===== src/rtl/la_oai32_bist.sv =====
// la_oai32_bist: built-in self test that sweeps all 32 input vectors of an OAI32 gate and counts mismatches.
module la_oai32_bist #(
  parameter     PROP   = "DEFAULT",
  parameter int SETTLE = 1
) (
  input  logic       clk,
  input  logic       nreset,
  input  logic       start,
  input  logic       abort,
  input  logic       dut_z,
  output logic       a0,
  output logic       a1,
  output logic       a2,
  output logic       b0,
  output logic       b1,
  output logic       busy,
  output logic       done,
  output logic       pass,
  output logic [5:0] err_cnt,
  output logic [4:0] first_fail
);
  localparam logic [1:0] IDLE  = 2'd0;
  localparam logic [1:0] DRIVE = 2'd1;
  localparam logic [1:0] DONE  = 2'd2;
  localparam int NVEC = 32;
  localparam logic [3:0] LAST_SETTLE = 4'(SETTLE - 1);
  localparam logic [4:0] LAST_VEC    = 5'(NVEC - 1);
  if (SETTLE < 1 || SETTLE > 15) begin : g_bad_settle
    $error("la_oai32_bist (%s): SETTLE=%0d outside 1..15", PROP, SETTLE);
  end
  logic [1:0] state_q, state_d;
  logic [4:0] vec_q, vec_d, ff_q, ff_d;
  logic [3:0] settle_q, settle_d;
  logic [5:0] err_q, err_d;
  logic       pass_q, pass_d, expected, cmp;
  always_comb begin
    state_d  = state_q;
    vec_d    = vec_q;
    settle_d = settle_q;
    err_d    = err_q;
    ff_d     = ff_q;
    pass_d   = pass_q;
    expected = ~((vec_q[0] | vec_q[1] | vec_q[2]) & (vec_q[3] | vec_q[4]));
    // abort wins over a same-edge compare, so that compare is never counted
    cmp      = state_q == DRIVE && settle_q == LAST_SETTLE && !abort;
    if (state_q == IDLE) begin
      if (start && !abort) begin
        state_d  = DRIVE;
        vec_d    = '0;
        settle_d = '0;
        err_d    = '0;
        ff_d     = '0;
        pass_d   = 1'b0;
      end
    end else if (state_q == DRIVE) begin
      settle_d = settle_q + 4'd1;
      if (abort) begin
        state_d  = IDLE;
        vec_d    = '0;
        settle_d = '0;
        pass_d   = 1'b0;
      end else if (cmp) begin
        settle_d = '0;
        if (dut_z != expected) begin
          err_d = err_q + 6'd1;
          ff_d  = err_q == '0 ? vec_q : ff_q;
        end
        if (vec_q == LAST_VEC) begin
          state_d = DONE;
          vec_d   = '0;
          pass_d  = err_d == '0;
        end else begin
          vec_d = vec_q + 5'd1;
        end
      end
    end else begin
      state_d = IDLE;
    end
  end
  always_ff @(posedge clk or negedge nreset) begin
    if (!nreset) begin
      state_q  <= IDLE;
      vec_q    <= '0;
      settle_q <= '0;
      err_q    <= '0;
      ff_q     <= '0;
      pass_q   <= 1'b0;
    end else begin
      state_q  <= state_d;
      vec_q    <= vec_d;
      settle_q <= settle_d;
      err_q    <= err_d;
      ff_q     <= ff_d;
      pass_q   <= pass_d;
    end
  end
  assign {b1, b0, a2, a1, a0} = vec_q;
  assign busy       = state_q == DRIVE;
  assign done       = state_q == DONE;
  assign pass       = pass_q;
  assign err_cnt    = err_q;
  assign first_fail = ff_q;
endmodule


===== config.mk =====
export PLATFORM = sky130hd
export DESIGN_NAME = la_oai32_bist
export DESIGN_NICKNAME = d
export VERILOG_FILES = /design/src/rtl/la_oai32_bist.sv
export SDC_FILE = /design/constraint.sdc
export NUM_CORES = 1
export LEC_CHECK = 0
export CAP_MARGIN = 20
export CELL_PAD_IN_SITES_DETAIL_PLACEMENT = 1
export CELL_PAD_IN_SITES_GLOBAL_PLACEMENT = 2
export CORE_AREA = 2 2 61 63
export CTS_CLUSTER_SIZE = 25
export DETAILED_ROUTE_END_ITERATION = 16
export DIE_AREA = 0 0 63 65
export DONT_BUFFER_PORTS = 1
export PLACE_DENSITY_LB_ADDON = 0.15
export REMOVE_ABC_BUFFERS = 1
export SYNTH_ARGS = -nofsm -noshare
export SYNTH_HDL_FRONTEND = slang
export SYNTH_SLANG_ARGS = --single-unit

===== constraint.sdc =====
create_clock -name clk -period 2.9 [get_ports clk]
set_input_delay 0.29 -clock clk [delete_from_list [all_inputs] [get_ports clk]]
set_output_delay 0.29 -clock clk [all_outputs]
set_load 0.05 [all_outputs]

Yosys cells after proc, flatten, opt, wreduce, memory -nomap -nowiden
Cells that the tools add are included.
{"block": "totals", "reg_bits": 23, "input_bits": 5, "output_inout_bits": 19, "word_cells": 81}
{"block": "op_classes", "n_addsub": 3, "eq_ne": 8, "muxes": 39, "bitwise": 5, "reduce_logical": 20}
{"cell": "$mux 5", "n": 12}
{"cell": "$mux 6", "n": 10}
{"cell": "$mux 4", "n": 5}
{"cell": "$logic_not 6->1", "n": 2}
{"cell": "$mux 2", "n": 6}
{"cell": "$ne 4x2->1 const B", "n": 2}
{"cell": "$reduce_and 4->1", "n": 2}
{"cell": "$reduce_bool 2->1", "n": 4}
{"cell": "$add 6x1->6 const B", "n": 1}
{"cell": "$mux 1", "n": 6}
{"cell": "$reduce_and 3->1", "n": 2}
{"cell": "$reduce_and 6->1", "n": 1}
{"cell": "$reduce_bool 3->1", "n": 2}
{"cell": "$add 5x1->5 const B", "n": 1}
{"cell": "$eq 5x5->1 const B", "n": 1}
{"cell": "$add 4x1->4 const B", "n": 1}
{"cell": "$logic_not 4->1", "n": 1}
{"cell": "$ne 2x1->1 const B", "n": 2}
{"cell": "$logic_and 1x1->1", "n": 3}
{"cell": "$or 1x1->1", "n": 3}
{"cell": "$eq 2x1->1 const B", "n": 1}
{"cell": "$eq 2x2->1 const B", "n": 1}
{"cell": "$logic_not 2->1", "n": 1}
{"cell": "$reduce_and 2->1", "n": 1}
{"cell": "4 further kinds", "n": 4}

Logic depth before layout (Yosys ltp)
{"block": "depth", "word_depth": 16, "ltp_mapped": 9, "ltp_nobuf": 7}

Worst setup path before layout
OpenSTA, ideal clock, no wires.
{"block": "synth_path", "kind": "register to register", "from": "register vec_q[0]", "to": "register pass_q (netlist: pass)", "setup_ns": 0.103, "arrival_ns": 2.270, "required_time_ns": 2.797, "setup_slack_ns": 0.526, "stages_incl_launch_ff": 9, "n_path_buf": 1, "synth_period_minus_slack_ns": 2.374, "cell_sequence": "dfrtp_1 inv_1 ha_1 nor2b_1 or3_1 buf_6 and3_1 xor2_1 o41ai_2"}
{"block": "synth_via", "elab_chain_cells": 16, "elab_cells_between_ends": 19, "cone_classes": "eq/ne: 2; mux: 10; bitwise: 4; reduce/logical: 3"}
{"element": "start: declaration", "line": "32", "source": "logic [4:0] vec_q, vec_d, ff_q, ff_d;"}
{"element": "start signal: assignment", "line": "90", "source": "vec_q <= vec_d;"}
{"element": "$or 1x1->1 (2 in a row)", "line": "43", "source": "expected = ~((vec_q[0] | vec_q[1] | vec_q[2]) & (vec_q[3] | vec_q[4]));"}
{"element": "$and 1x1->1", "line": "43"}
{"element": "$not 1->1", "line": "43"}
{"element": "$ne 1x1->1", "line": "64", "source": "if (dut_z != expected) begin"}
{"element": "$mux 6", "line": "64"}
{"element": "$mux 6", "line": "62", "source": "end else if (cmp) begin"}
{"element": "$mux 6", "line": "57", "source": "if (abort) begin"}
{"element": "$mux 6", "line": "55", "source": "end else if (state_q == DRIVE) begin"}
{"element": "$mux 6", "line": "46", "source": "if (state_q == IDLE) begin"}
{"element": "$logic_not 6->1", "line": "71", "source": "pass_d = err_d == '0;"}
{"element": "$mux 1", "line": "68", "source": "if (vec_q == LAST_VEC) begin"}
{"element": "$mux 1", "line": "62"}
{"element": "$mux 1", "line": "57"}
{"element": "$mux 1", "line": "55"}
{"element": "$mux 1", "line": "46"}
{"element": "end signal: assignment", "line": "94", "source": "pass_q <= pass_d;"}
{"element": "end: declaration", "line": "35", "source": "logic pass_q, pass_d, expected, cmp;"}
Several ways; a longest one is shown, not always the timed one. The select of a mux whose other input is x is not followed.
A chain may end at the register's enable or synchronous reset.

Final worst setup path
{"block": "layout_path", "from": "register vec_q[2]", "to": "register pass_q (netlist: pass)"}
{"block": "layout_via", "elab_chain_cells": 15, "elab_cells_between_ends": 18, "cone_classes": "eq/ne: 2; mux: 10; bitwise: 3; reduce/logical: 3"}
{"element": "$or 1x1->1", "line": "43"}
{"element": "$and 1x1->1", "line": "43"}
{"element": "$not 1->1", "line": "43"}
{"element": "$ne 1x1->1", "line": "64"}
{"element": "$mux 6", "line": "64"}
{"element": "$mux 6", "line": "62"}
{"element": "$mux 6", "line": "57"}
{"element": "$mux 6", "line": "55"}
{"element": "$mux 6", "line": "46"}
{"element": "$logic_not 6->1", "line": "71"}
{"element": "$mux 1", "line": "68"}
{"element": "$mux 1", "line": "62"}
{"element": "$mux 1", "line": "57"}
{"element": "$mux 1", "line": "55"}
{"element": "$mux 1", "line": "46"}
Several ways; a longest one is shown, not always the timed one. The select of a mux whose other input is x is not followed.

==> results.txt <==
The flow ran to the end, and the final reports show no timing, DRC or antenna violations. For this configuration, the core starts out at a cell density of approximately two fifths. For this run, asynchronously set or reset flops after synthesis account for 100%. Walking the worst path, the cells encountered are nor2b_1, o21ai_1, and2_1, a41oi_1, o41ai_2.

The first element of the critical path is vec_q[2]. The maximum number of buffers from clock root to sink came out at 2. The tree is rooted in a sky130_fd_sc_hd__clkbuf_4. The via count of the first global-routing pass was roughly 1100. The maximum vdd drop is between 0.15 and 0.2 mV. Detailed placement finished with a half-perimeter wire length of roughly 2.6 mm. The buffer and inverter count on the worst path came out at 0. CTS built an H-tree with a depth of 1. Sorting the synthesized cells by area gives the leading types as sky130_fd_sc_hd__dfrtp_1, sky130_fd_sc_hd__a22o_1, sky130_fd_sc_hd__ha_1. The clock-pin transition on the worst setup and hold timing paths came out at approximately 0.14 ns. The time the worst path needs with I/O delays and setup is around 2.3 ns.

The initial antenna violation count is 0. After detailed routing, the number of remaining DRC violations is 0. The number of enable flip-flop cells after synthesis is 0. The type of element launching the critical path is a flip-flop.

The data arrival time of the critical path came out at approximately 2.5 ns. The floorplan die width is about 63 microns. The count of nets left with antenna violations after detail routing came out at 0. The number of iterations in the first detailed-routing pass is 2. The die area is 4100 sq um. The critical path's largest stage delay is between 0.8 and 0.9 ns. The analysis attributes to cell leakage a power of just under 0.7 nW. The row count came out at 22. Port buffering added 0 buffers.

The cell count after synthesis came out at around 140. The endpoint kind of the worst setup timing path is a flip-flop. During synthesis, Yosys emitted a total of 0 warnings. The cell area power density is between 400 and 500 nW/um^2. Clock latency on the worst-skew pair, taken at its later pin, is approximately 0.32 ns.

The last weighted congestion value of the routability-driven placer is ~0.82. The count of inserted antenna diode cells came out at 0. The top-level I/O count is 24.

The worst hold path belongs to the class primary input to flip-flop. The number of gates given a new drive strength after cts came out at 0. The final-layout setup total negative slack came out at 0 ns. The routed via count divided by cell count is about 5.8. The violation count after the first detailed-routing iteration is 37.

Entering global routing, the biggest net connects 24 pins. The number of distinct library cells after synthesis came out at 44. The fraction of synthesized cell area taken by the top area cell type is between 40 and 50%. The wire length per cell after detailed routing came out at 18.8 microns. The final layout net count is approximately 150. The origin of the critical flop-to-flop path is vec_q[2]. The first-pass GRT wire length is about 6 mm. Cells fill about 42% of the core in the end. TritonCTS built the clock tree. The die height came out at approximately 65 microns. Counting flops and latches in the post-synthesis netlist gives 23. The final max-slew violation count is 0. The post-CTS setup-driven buffer insertion count came out at 0. The largest total area in the synthesized netlist belongs to sky130_fd_sc_hd__dfrtp_1.

Setup violations remaining at the end of the flow were counted as 0. The startpoint identified for the worst hold timing path is abort. Along the worst path, the maximum fanout reaches 9. At the worst endpoint, the required time is 3.12 ns. The share of layout cells above drive strength 1 is 9.29%. The total number of vias is 1096.

Of the synthesized area, sequential elements account for approximately 43%. Measured against its own limit, the worst slew margin works out to between 30 and 40%. The final hold violation count is 0.

The hold buffer count at CTS came out at 2. After detailed routing, the total wire length is between 3 and 4 mm. The number of sinks on the clock net came out at 23. The master of the slowest instance on the critical path is sky130_fd_sc_hd__dfrtp_1. The transition time at the pin with the least slew margin came out at 0.935 ns. The achievable frequency is about 0.44 GHz.

The worst setup path is of the flip-flop to flip-flop kind. The worst-case clock skew is around 0.0077 ns. After filler insertion, the fill cell instance count of the layout stands at about 400. The core area came out at roughly 3500 sq um.

The total CTS buffers came out at 3. Among cell families on the critical path, the largest total delay comes from compound AO/OA/AOI/OAI gates. Across every metal layer, demand over resource in global routing totals between 10% and 20%. The cell area after synthesis is about 1300 sq um. The per-instance average area after synthesis is 9.92 sq um. The number of maximum-capacitance constraint violations is 0. In the synthesized netlist the dominant register cell turns out to be sky130_fd_sc_hd__dfrtp_1. The layout-stage area growth over the synthesis result is 8.41%.

The final period utilization is between 70 and 80%. Global routing finished with a remaining overflow of 0. Setup repair after global routing left no endpoint under its margin.
==> cell usage after synthesis (all sizes together) (2+ instances only) <==
library cell and instances:
dfrtp 23, o21ai 16, a22o 11, nor2 9, ha 7, inv 7
and3 6, a21oi 5, nand3 5, a31oi 3, buf 3, nand2 3
nor2b 3, a21o 2, a41oi 2, clkbuf 2, nand2b 2, nor3 2
o22ai 2, xnor2 2
==> area by class of cell <==
| cell class | count | area, sq um | area share [%] |
|---|---|---|---|
| flip-flops and latches | 23 | 576 | 39.7 |
| multi-input cells | 100 | 702 | 48.4 |
| clock inverters | 1 | 5.00 | 0.345 |
| repair buffers | 6 | 60.1 | 4.14 |
| clock buffers | 3 | 22.5 | 1.55 |
| well taps | 48 | 60.1 | 4.14 |
| inverters | 7 | 26.3 | 1.81 |
==> per-stage QoR <==
stage	std cells	power (W)	setup slack (ns)	hold slack, ns	cell area, sq um
global placement	182	0.000504	0.674	-0.00508	1390
detailed placement	182	0.000506	0.650	-0.00507	1390
floorplan	130	0.000464	0.550	-0.00559	1300
global route	188	0.000704	0.458	0.0205	1450
CTS	188	0.000675	0.609	0.0283	1450
finish	188	0.000664	0.611	0.0378	1450
==> cells by family (layout without fill, tap and decap cells) <==
group / count (synthesis) / after routing / share of synthesized area (%)
DFF: 23 / 23 / 43.0
and+or+nand+nor: 39 / 39 / 16.4
buffers and inverters: 12 / 17 / 4.58
adders and majority gates: 7 / 7 / 6.54
xor gates and xnor gates: 3 / 3 / 1.96
AOI/OAI and AO/OA: 51 / 51 / 27.6
==> cells in the final DEF (no fill, tap or decap), types with 2 or more instances in the layout <==
cell and count:
sky130_fd_sc_hd__nand2b_1 2, sky130_fd_sc_hd__nand3_1 5, sky130_fd_sc_hd__xnor2_1 2, sky130_fd_sc_hd__nor3_1 2, sky130_fd_sc_hd__o21ai_0 14, sky130_fd_sc_hd__and3_1 5
sky130_fd_sc_hd__ha_1 7, sky130_fd_sc_hd__a22o_1 11, sky130_fd_sc_hd__inv_1 7, sky130_fd_sc_hd__a41oi_1 2, sky130_fd_sc_hd__nor2b_1 3, sky130_fd_sc_hd__buf_4 4
sky130_fd_sc_hd__a21oi_1 5, sky130_fd_sc_hd__nand2_1 3, sky130_fd_sc_hd__clkbuf_4 3, sky130_fd_sc_hd__a31oi_1 3, sky130_fd_sc_hd__nor2_1 9, sky130_fd_sc_hd__a21o_1 2
sky130_fd_sc_hd__dfrtp_1 23, sky130_fd_sc_hd__o22ai_1 2
==> worst register-to-register path, stage by stage, from the launching register on <==
cell and delay [ns]:
sky130_fd_sc_hd__dfrtp_1 0.83, sky130_fd_sc_hd__nor2b_1 0.13, sky130_fd_sc_hd__o21ai_1 0.46, sky130_fd_sc_hd__and2_1 0.35, sky130_fd_sc_hd__a41oi_1 0.19, sky130_fd_sc_hd__o41ai_2 0.24
==> where the power goes <==
| part | leakage (nW) | internal (W) | switching, W | total [W] |
|---|---|---|---|---|
| registers | 0.317 | 0.000333 | 0.0000313 | 0.000365 |
| clock network | 0.0177 | 0.0000516 | 0.000103 | 0.000155 |
| logic | 0.340 | 0.0000483 | 0.0000966 | 0.000145 |
==> metal layers <==
metal  wire length (microns)  up-vias  track usage (%)
met2                    1750       19             31.3
li1                        -      522                -
met4                      47        0             5.83
met5                       0        -                0
met1                    1600      551             23.7
met3                     128        4             3.82
==> state kept, by name, summed over array words and instances (netlist names) <==
name	flops
pass	1
state_q	2
err_cnt	6
settle_q	4
vec_q	5
first_fail	5
==> path summary, 6_finish.rpt <==
| kind | to | slack [ns] | cells past startpoint |
|---|---|---|---|
| max | pass | 0.61 | 5 |
| min | vec_q[0] | 0.04 | 1 |
| max reg2reg | pass | 0.61 | 5 |
| min reg2reg | settle_q[3] | 0.49 | 1 |
| max in group asynchronous | settle_q[3] | 2.36 | 2 |
| min in group asynchronous | err_cnt[4] | 0.39 | 2 |
Power figures use the tool's default switching activity.
